## config.mk

```make
export PLATFORM = sky130hd
export DESIGN_NAME = muldiv_unit_flat
export DESIGN_NICKNAME = d
export VERILOG_FILES = /design/src/rtl/muldiv_unit_if.sv /design/src/rtl/muldiv_unit.sv /design/src/flat_wrapper.sv
export SDC_FILE = /design/constraint.sdc
export NUM_CORES = 1
export LEC_CHECK = 0
export BUFFER_PORTS_ARGS = -buffer_cell sky130_fd_sc_hd__buf_2
export CAP_MARGIN = 20
export CORE_ASPECT_RATIO = 1.1
export CORE_MARGIN = 8
export CORE_UTILIZATION = 50
export CTS_CLUSTER_SIZE = 40
export DETAILED_ROUTE_END_ITERATION = 10
export PLACE_DENSITY_LB_ADDON = 0.3
export SETUP_SLACK_MARGIN = 0.15
export SLEW_MARGIN = 15
export SYNTH_ARGS = -nofsm -noshare
export SYNTH_HDL_FRONTEND = slang
export SYNTH_SLANG_ARGS = --single-unit
```

## constraint.sdc

```tcl
create_clock -name clk -period 4.6 [get_ports clk]
set_input_delay 0.23 -clock clk [delete_from_list [all_inputs] [get_ports clk]]
set_output_delay 0.23 -clock clk [all_outputs]
set_load 0.005 [all_outputs]
```

## src/rtl/muldiv_unit_if.sv

```systemverilog
// Issue/write-back bundle between the decode stage and the iterative
// multiply/divide unit.
interface muldiv_unit_if #(
  parameter int XLEN = 32
);
  logic            start;
  logic [2:0]      funct3;
  logic [XLEN-1:0] op_a;
  logic [XLEN-1:0] op_b;
  logic [4:0]      rd_in;
  logic            flush;
  logic            busy;
  logic            done;
  logic [XLEN-1:0] result;
  logic [4:0]      rd_out;

  modport master (
    output start, funct3, op_a, op_b, rd_in, flush,
    input  busy, done, result, rd_out
  );

  modport slave (
    input  start, funct3, op_a, op_b, rd_in, flush,
    output busy, done, result, rd_out
  );
endinterface

```

## src/rtl/muldiv_unit.sv

```systemverilog
// Iterative RV32M execute unit: shift-add multiply / restoring divide on
// operand magnitudes, fixed XLEN+2 cycle latency, sign fix-up at the end.
module muldiv_unit #(
  parameter int XLEN  = 32,
  parameter int CNT_W = 5
) (
  input  logic         clk,
  input  logic         rst,
  muldiv_unit_if.slave bus
);

  typedef enum logic [1:0] {
    IDLE = 2'd0,
    CALC = 2'd1,
    FIX  = 2'd2,
    DONE = 2'd3
  } state_t;

  localparam logic [2:0] F_MUL    = 3'd0;
  localparam logic [2:0] F_MULH   = 3'd1;
  localparam logic [2:0] F_MULHSU = 3'd2;
  localparam logic [2:0] F_MULHU  = 3'd3;
  localparam logic [2:0] F_DIV    = 3'd4;
  localparam logic [2:0] F_DIVU   = 3'd5;
  localparam logic [2:0] F_REM    = 3'd6;
  localparam logic [2:0] F_REMU   = 3'd7;

  localparam logic [XLEN-1:0] MIN_NEG  = {1'b1, {(XLEN-1){1'b0}}};
  localparam logic [XLEN-1:0] ALL_ONES = {XLEN{1'b1}};
  localparam logic [XLEN-1:0] ZERO_W   = {XLEN{1'b0}};

  function automatic logic [XLEN-1:0] cond_neg(input logic [XLEN-1:0] v,
                                               input logic            neg);
    cond_neg = neg ? (-v) : v;
  endfunction

  function automatic logic [2*XLEN-1:0] cond_neg2(input logic [2*XLEN-1:0] v,
                                                  input logic              neg);
    cond_neg2 = neg ? (-v) : v;
  endfunction

  state_t              state_r;
  state_t              state_nx_s;
  logic [CNT_W-1:0]    cnt_r;
  logic [2:0]          f3_r;
  logic [XLEN-1:0]     a_raw_r;
  logic [XLEN-1:0]     mag_a_r;
  logic [XLEN-1:0]     mag_b_r;
  logic                neg_a_r;
  logic                neg_b_r;
  logic                div_zero_r;
  logic                ovf_r;
  logic [4:0]          rd_pend_r;
  logic [2*XLEN-1:0]   acc_r;
  logic                busy_r;
  logic                done_r;
  logic [XLEN-1:0]     result_r;
  logic [4:0]          rd_out_r;

  logic                accept_s;
  logic                signed_a_s;
  logic                signed_b_s;
  logic                is_div_s;
  logic                neg_a_s;
  logic                neg_b_s;
  logic [XLEN-1:0]     mag_a_s;
  logic [XLEN-1:0]     mag_b_s;
  logic [XLEN:0]       mul_sum_s;
  logic [XLEN:0]       div_shl_s;
  logic [XLEN+1:0]     div_diff_s;
  logic [2*XLEN-1:0]   acc_nx_s;
  logic [2*XLEN-1:0]   prod_s;
  logic [XLEN-1:0]     quot_s;
  logic [XLEN-1:0]     rem_s;
  logic [XLEN-1:0]     result_nx_s;

  assign accept_s = (state_r == IDLE) && bus.start && !bus.flush;

  // Operand signedness decode and magnitude extraction at issue
  always_comb begin
    signed_a_s = 1'b0;
    signed_b_s = 1'b0;
    is_div_s   = bus.funct3[2];
    case (bus.funct3)
      F_MULH, F_DIV, F_REM: begin
        signed_a_s = 1'b1;
        signed_b_s = 1'b1;
      end
      F_MULHSU: begin
        signed_a_s = 1'b1;
        signed_b_s = 1'b0;
      end
      default: begin
        signed_a_s = 1'b0;
        signed_b_s = 1'b0;
      end
    endcase
    neg_a_s = signed_a_s && bus.op_a[XLEN-1];
    neg_b_s = signed_b_s && bus.op_b[XLEN-1];
    mag_a_s = cond_neg(bus.op_a, neg_a_s);
    mag_b_s = cond_neg(bus.op_b, neg_b_s);
  end

  // Next-state logic
  always_comb begin
    state_nx_s = state_r;
    case (state_r)
      IDLE: begin
        if (accept_s) begin
          state_nx_s = CALC;
        end else begin
          state_nx_s = IDLE;
        end
      end
      CALC: begin
        if (bus.flush) begin
          state_nx_s = IDLE;
        end else if (cnt_r == {CNT_W{1'b1}}) begin
          state_nx_s = FIX;
        end else begin
          state_nx_s = CALC;
        end
      end
      FIX: begin
        if (bus.flush) begin
          state_nx_s = IDLE;
        end else begin
          state_nx_s = DONE;
        end
      end
      DONE:    state_nx_s = IDLE;
      default: state_nx_s = IDLE;
    endcase
  end

  // One shift-add or restoring-divide step on the shared accumulator.
  // Divide keeps {remainder, dividend/quotient} so the quotient shifts in at bit 0.
  always_comb begin
    mul_sum_s  = {1'b0, acc_r[2*XLEN-1:XLEN]} +
                 (acc_r[0] ? {1'b0, mag_a_r} : {(XLEN+1){1'b0}});
    div_shl_s  = {acc_r[2*XLEN-1:XLEN], acc_r[XLEN-1]};
    div_diff_s = {1'b0, div_shl_s} - {2'b00, mag_b_r};
    if (f3_r[2]) begin
      if (div_diff_s[XLEN+1]) begin
        acc_nx_s = {div_shl_s[XLEN-1:0], acc_r[XLEN-2:0], 1'b0};
      end else begin
        acc_nx_s = {div_diff_s[XLEN-1:0], acc_r[XLEN-2:0], 1'b1};
      end
    end else begin
      acc_nx_s = {mul_sum_s, acc_r[XLEN-1:1]};
    end
  end

  // Sign correction and result selection, with divide special cases overriding
  always_comb begin
    prod_s = cond_neg2(acc_r, neg_a_r ^ neg_b_r);
    quot_s = cond_neg(acc_r[XLEN-1:0], neg_a_r ^ neg_b_r);
    rem_s  = cond_neg(acc_r[2*XLEN-1:XLEN], neg_a_r);
    case (f3_r)
      F_MUL:                     result_nx_s = prod_s[XLEN-1:0];
      F_MULH, F_MULHSU, F_MULHU: result_nx_s = prod_s[2*XLEN-1:XLEN];
      F_DIV: begin
        if (div_zero_r) begin
          result_nx_s = ALL_ONES;
        end else if (ovf_r) begin
          result_nx_s = MIN_NEG;
        end else begin
          result_nx_s = quot_s;
        end
      end
      F_DIVU: begin
        if (div_zero_r) begin
          result_nx_s = ALL_ONES;
        end else begin
          result_nx_s = quot_s;
        end
      end
      F_REM: begin
        if (div_zero_r) begin
          result_nx_s = a_raw_r;
        end else if (ovf_r) begin
          result_nx_s = ZERO_W;
        end else begin
          result_nx_s = rem_s;
        end
      end
      F_REMU: begin
        if (div_zero_r) begin
          result_nx_s = a_raw_r;
        end else begin
          result_nx_s = rem_s;
        end
      end
      default: result_nx_s = ZERO_W;
    endcase
  end

  // State register
  always_ff @(posedge clk) begin
    if (!rst) begin
      state_r <= IDLE;
    end else begin
      state_r <= state_nx_s;
    end
  end

  // Operand capture, iteration counter and accumulator
  always_ff @(posedge clk) begin
    if (!rst) begin
      cnt_r      <= {CNT_W{1'b0}};
      f3_r       <= 3'd0;
      a_raw_r    <= ZERO_W;
      mag_a_r    <= ZERO_W;
      mag_b_r    <= ZERO_W;
      neg_a_r    <= 1'b0;
      neg_b_r    <= 1'b0;
      div_zero_r <= 1'b0;
      ovf_r      <= 1'b0;
      rd_pend_r  <= 5'd0;
      acc_r      <= {(2*XLEN){1'b0}};
    end else if (accept_s) begin
      cnt_r      <= {CNT_W{1'b0}};
      f3_r       <= bus.funct3;
      a_raw_r    <= bus.op_a;
      mag_a_r    <= mag_a_s;
      mag_b_r    <= mag_b_s;
      neg_a_r    <= neg_a_s;
      neg_b_r    <= neg_b_s;
      div_zero_r <= (bus.op_b == ZERO_W);
      ovf_r      <= (bus.op_a == MIN_NEG) && (bus.op_b == ALL_ONES);
      rd_pend_r  <= bus.rd_in;
      acc_r      <= {ZERO_W, (is_div_s ? mag_a_s : mag_b_s)};
    end else if ((state_r == CALC) && !bus.flush) begin
      cnt_r      <= cnt_r + CNT_W'(1);
      acc_r      <= acc_nx_s;
    end else begin
      cnt_r      <= cnt_r;
      acc_r      <= acc_r;
    end
  end

  // Registered handshake and write-back outputs; result only moves on a completed FIX
  always_ff @(posedge clk) begin
    if (!rst) begin
      busy_r   <= 1'b0;
      done_r   <= 1'b0;
      result_r <= ZERO_W;
      rd_out_r <= 5'd0;
    end else begin
      busy_r <= (state_nx_s != IDLE);
      done_r <= (state_nx_s == DONE);
      if ((state_r == FIX) && !bus.flush) begin
        result_r <= result_nx_s;
        rd_out_r <= rd_pend_r;
      end else begin
        result_r <= result_r;
        rd_out_r <= rd_out_r;
      end
    end
  end

  assign bus.busy   = busy_r;
  assign bus.done   = done_r;
  assign bus.result = result_r;
  assign bus.rd_out = rd_out_r;

endmodule
```

## src/flat_wrapper.sv

```systemverilog
// flat-port wrapper written by rule: the top's interface ports become plain ports
module muldiv_unit_flat 
#(
  parameter int XLEN  = 32,
  parameter int CNT_W = 5
)
  (clk, rst, bus_start, bus_funct3, bus_op_a, bus_op_b, bus_rd_in, bus_flush, bus_busy, bus_done, bus_result, bus_rd_out);
  muldiv_unit_if #(.XLEN(XLEN)) bus_i ();
  input  logic clk;
  input  logic rst;
  input wire logic [$bits(bus_i.start)-1:0] bus_start;
  input wire logic [$bits(bus_i.funct3)-1:0] bus_funct3;
  input wire logic [$bits(bus_i.op_a)-1:0] bus_op_a;
  input wire logic [$bits(bus_i.op_b)-1:0] bus_op_b;
  input wire logic [$bits(bus_i.rd_in)-1:0] bus_rd_in;
  input wire logic [$bits(bus_i.flush)-1:0] bus_flush;
  output wire logic [$bits(bus_i.busy)-1:0] bus_busy;
  output wire logic [$bits(bus_i.done)-1:0] bus_done;
  output wire logic [$bits(bus_i.result)-1:0] bus_result;
  output wire logic [$bits(bus_i.rd_out)-1:0] bus_rd_out;
  assign bus_i.start = bus_start;
  assign bus_i.funct3 = bus_funct3;
  assign bus_i.op_a = bus_op_a;
  assign bus_i.op_b = bus_op_b;
  assign bus_i.rd_in = bus_rd_in;
  assign bus_i.flush = bus_flush;
  assign bus_busy = bus_i.busy;
  assign bus_done = bus_i.done;
  assign bus_result = bus_i.result;
  assign bus_rd_out = bus_i.rd_out;
  muldiv_unit #(.XLEN(XLEN), .CNT_W(CNT_W)) u_core (.clk(clk), .rst(rst), .bus(bus_i));
endmodule
```

==> metrics.csv <==
stage,metric,value,unit
status,outcome,finished clean,
placement,routabilityCongestion,1.006,
floorplanning,design.core.area,34860,um2
layout,fin_util,56.03,%
worst_setup_path,crit_required,5.05,ns
floorplanning,fp-row-count,72,
layout,area_growth,11.43,%
power,ir_worst_vdd,0.2627,mV
worst_hold_path,hold_path_startpoint,bus_op_a[24],
grt,grt.total_usage,32.19,%
worst_setup_path,start_kind,register,
worst_setup_path,setup.worst_path.end_class,register,
layout,nets,2550,
clock_network,cts.clk_slew.worst_paths,0.06,ns
worst_setup_path,reg2reg_depth,11,
worst_hold_path,hold_depth,3,
worst_setup_path,crit_top_cell,o21ai_0,
synthesis,synth_flop_cell,dfxtp_1,
grt,grt_pass1_wl,104300,um
synthesis,synthCells,2355,
detailed_routing,post_drt_wl_per_cell,24.18,um
grt,grt_antenna_before_repair,0,
worst_hold_path,hold_path_class,in -> reg,
placement,dpl.hpwl,53340,um
grt,grt_max_degree,130,
clock_network,clk_path_buf_depth,3,
worst_hold_path,hold_end,u_core.a_raw_r[24],
grt,gr-total-overflow,0,
power,leakage,8.242,nW
synthesis,synth_nets,2504,
sta,setup_viol,0,
worst_setup_path,r2r-start,u_core.acc_r[0],
floorplanning,die_area,41320,um2
detailed_routing,drt_first_iter_violations,2264,
synthesis,netlist_area,17530,um2
detailed_routing,finalWirelength,69240,um
synthesis,yosysWarningCount,0,
layout,finalNonFillerCells,2864,
sta,slew_viol_final,0,
worst_setup_path,crit_type,reg -> reg,
run,drv_cap,0,
sta,max_slew_margin,24.99,%
placement,place_inst,2790,
worst_setup_path,critPathArrivalTime,4.36,ns
sta,timing.final.crit_share,84.96,%
worst_setup_path,r2r_end,u_core.acc_r[59],
clock_network,cts_tree,yes,
synthesis,synth_edf_count,0,
clock_network,cts_sinks,217,
synthesis,ys_async_sr_fraction,0,%
sta,fmax,255.9,MHz
layout,drive_gt1_share,10.95,%
detailed_routing,drc,0,
synthesis,synthDistinctLibCells,94,
floorplanning,fp.dieH,212.4,um
worst_setup_path,crit_path_max_fanout,20,
clock_network,clk_latency,0.55,ns
worst_setup_path,cp_top_family,compound AO/OA/AOI/OAI gates,
sta,fin_crit,3.908,ns
synthesis,yosysSeqAreaShare,24.78,%
sta,fin_skew,0.01999,ns
floorplanning,io_pins,115,
floorplanning,die_w,194.5,um
sta,fin_tns_setup,0,ns
clock_network,htreeDepth,1,
worst_setup_path,cp_cell_sequence,"buf_4, and2_1, fa_1, a211oi_1, o21ai_0, nand3_1, a211oi_2, nor2_1, o21ai_0, mux2_2, o31ai_1",
detailed_routing,vias_per_cell,6.517,
worst_setup_path,reg2reg_slack,0.69,ns
clock_network,numCtsBuffers,26,
sta,worst_pin_slew,1.121,ns
synthesis,yosys.area.top_type,dfxtp_1,
synthesis,synth_top_area_share,24.78,%
detailed_routing,first_pass_iters,5,
power,power_per_cell_area,291.9,nW/um2
worst_setup_path,critPathSlowestCell,dfxtp_1,
grt,grt_pass1_vias,17550,
detailed_routing,vias,18660,
floorplanning,start_util,50.29,%
synthesis,synth-seq-cells,217,
sta,hold_viol,0,
sta,rsz0062_at_grt,false,
detailed_routing,ant_nets,0,
layout,diodes,0,
clock_network,clockRootBuffer,clkbuf_16,
power,total_power,5.703,mW
synthesis,synth.avg_cell_area,7.445,um2
placement,portBuffers,114,
worst_setup_path,slowest_delay,0.72,ns
synthesis,synth_area_leaders,"dfxtp_1, nand2_1, xnor2_1",
worst_setup_path,path_buf_inv,1,
## worst max-delay path by stage
stage                               start          endpoint  cells after the start
after global routing      u_core.acc_r[0]  u_core.acc_r[59]                     11
after global placement    u_core.acc_r[0]  u_core.acc_r[59]                     11
after floorplan           u_core.acc_r[0]  u_core.acc_r[59]                     13
final                     u_core.acc_r[0]  u_core.acc_r[59]                     11
after detailed placement  u_core.acc_r[0]  u_core.acc_r[59]                     11
after CTS                 u_core.acc_r[0]  u_core.acc_r[59]                     11
## flip-flops by register name, summed over array words and instances (netlist names)
register and count:
u_core.bus.rd_out 5, u_core.a_raw_r 31, u_core.bus.result 32, u_core.bus.busy 1
u_core.neg_b_r 1, u_core.state_r 2, u_core.ovf_r 1, u_core.mag_a_r 32
u_core.rd_pend_r 5, u_core.mag_b_r 32, u_core.neg_a_r 1, u_core.f3_r 3
u_core.acc_r 64, u_core.div_zero_r 1, u_core.cnt_r 5, u_core.bus.done 1
## per-stage QoR
| stage | hold slack, ns | area, um2 | setup slack, ns |
|---|---|---|---|
| after floorplan | 0.3749 | 17530 | 1.232 |
| after global placement | 0.4430 | 18350 | 0.7550 |
| after detailed placement | 0.4446 | 18350 | 0.6291 |
| after CTS | 0.001318 | 19530 | 0.5732 |
| after global routing | 0.03281 | 19540 | 0.2553 |
| final | 0.02215 | 19540 | 0.6920 |
## power breakdown
group	leakage, nW	internal [mW]	total [mW]	switching (mW)
Clock	0.441	1.32	2.20	0.885
Combinational	6.03	0.497	1.43	0.931
Sequential	1.77	1.96	2.07	0.106
Total	8.24	3.78	5.70	1.92
## routing by layer
| metal | track usage [%] | part of all wire [%] | vias up |
|---|---|---|---|
| li1 | - | - | 8641 |
| met3 | 6.000 | 9.5 | 177 |
| met2 | 50.38 | 43 | 1014 |
| met5 | 0 | 0 | - |
| met1 | 42.31 | 42 | 8832 |
| met4 | 15.70 | 5.3 | 0 |
## synth_stat cells (all sizes together) (7+ instances only)
| master | n |
|---|---|
| nor3 | 48 |
| xor2 | 83 |
| nor2b | 8 |
| buf | 25 |
| or3 | 14 |
| mux2 | 11 |
| nor4 | 26 |
| nand3 | 42 |
| o21bai | 9 |
| clkbuf | 141 |
| mux2i | 37 |
| a21boi | 63 |
| or2 | 8 |
| and3 | 29 |
| a21o | 23 |
| o31ai | 25 |
| o211a | 47 |
| o221ai | 24 |
| or4 | 11 |
| a221o | 7 |
| o41ai | 11 |
| nor3b | 11 |
| a211o | 11 |
| nand4 | 20 |
| xnor2 | 105 |
| dfxtp | 217 |
| o21ai | 156 |
| a211oi | 32 |
| o22ai | 12 |
| inv | 63 |
| a31oi | 30 |
| ha | 71 |
| nor2 | 177 |
| o21a | 17 |
| nand2b | 20 |
| and2 | 51 |
| a21oi | 177 |
| a22oi | 12 |
| nand2 | 338 |
| o211ai | 53 |
| a2111oi | 9 |
## cell usage in the layout, fill, tap and decap left out, types with 20 or more instances in the layout
master           n
clkbuf_16       27
dlygate4sd3_1   27
inv_1           62
mux2i_1         37
o211ai_1        53
and2_1          49
nand2b_1        20
buf_4           43
dfxtp_1        216
a21oi_1        176
xor2_1          83
a21o_1          23
nor2_1         174
a211oi_1        31
o21ai_0        153
xnor2_1        104
nor4_1          24
o211a_1         47
nand2_1        338
and3_1          29
nand3_1         42
a31oi_1         30
buf_2          113
o31ai_1         25
ha_1            71
o221ai_1        24
a21boi_0        63
nor3_1          45
## worst min-delay path, cell delays in order
cell and delay, ns:
buf_2 0.15, nand2_1 0.08, a21boi_0 0.07
## logic make-up (layout without fill, tap and decap cells)
kind of cell               count (synthesis)  after routing  synth area share [%]
and+or+nand+nor                          826            826                 22.51
AOI/OAI and AO/OA                        772            772                 29.84
buffers and inverters                    231            296                 5.367
DFF                                      217            217                 24.78
xor gates and xnor gates                 188            188                 9.392
adders and majority gates                 73             73                 5.295
muxes                                     48             48                 2.819
## layout make-up
| class | count | area, um2 |
|---|---|---|
| multi-input cells | 1907 | 12280 |
| flip-flops and latches | 217 | 4348 |
| fillers | 3352 | 15330 |
| repair buffers | 185 | 1199 |
| well taps | 444 | 555.5 |
| clock buffers | 33 | 748.2 |
| inverters | 64 | 240.2 |
| clock inverters | 14 | 162.7 |
## timing repair
action,in CTS,in global routing
hold buffers,27,0
buffers inserted,0,0
hold endpoints to repair,27,0
endpoints found under the setup margin,0,1
gates resized for setup,0,1
Note: power is estimated with default switching activity, not from simulation.
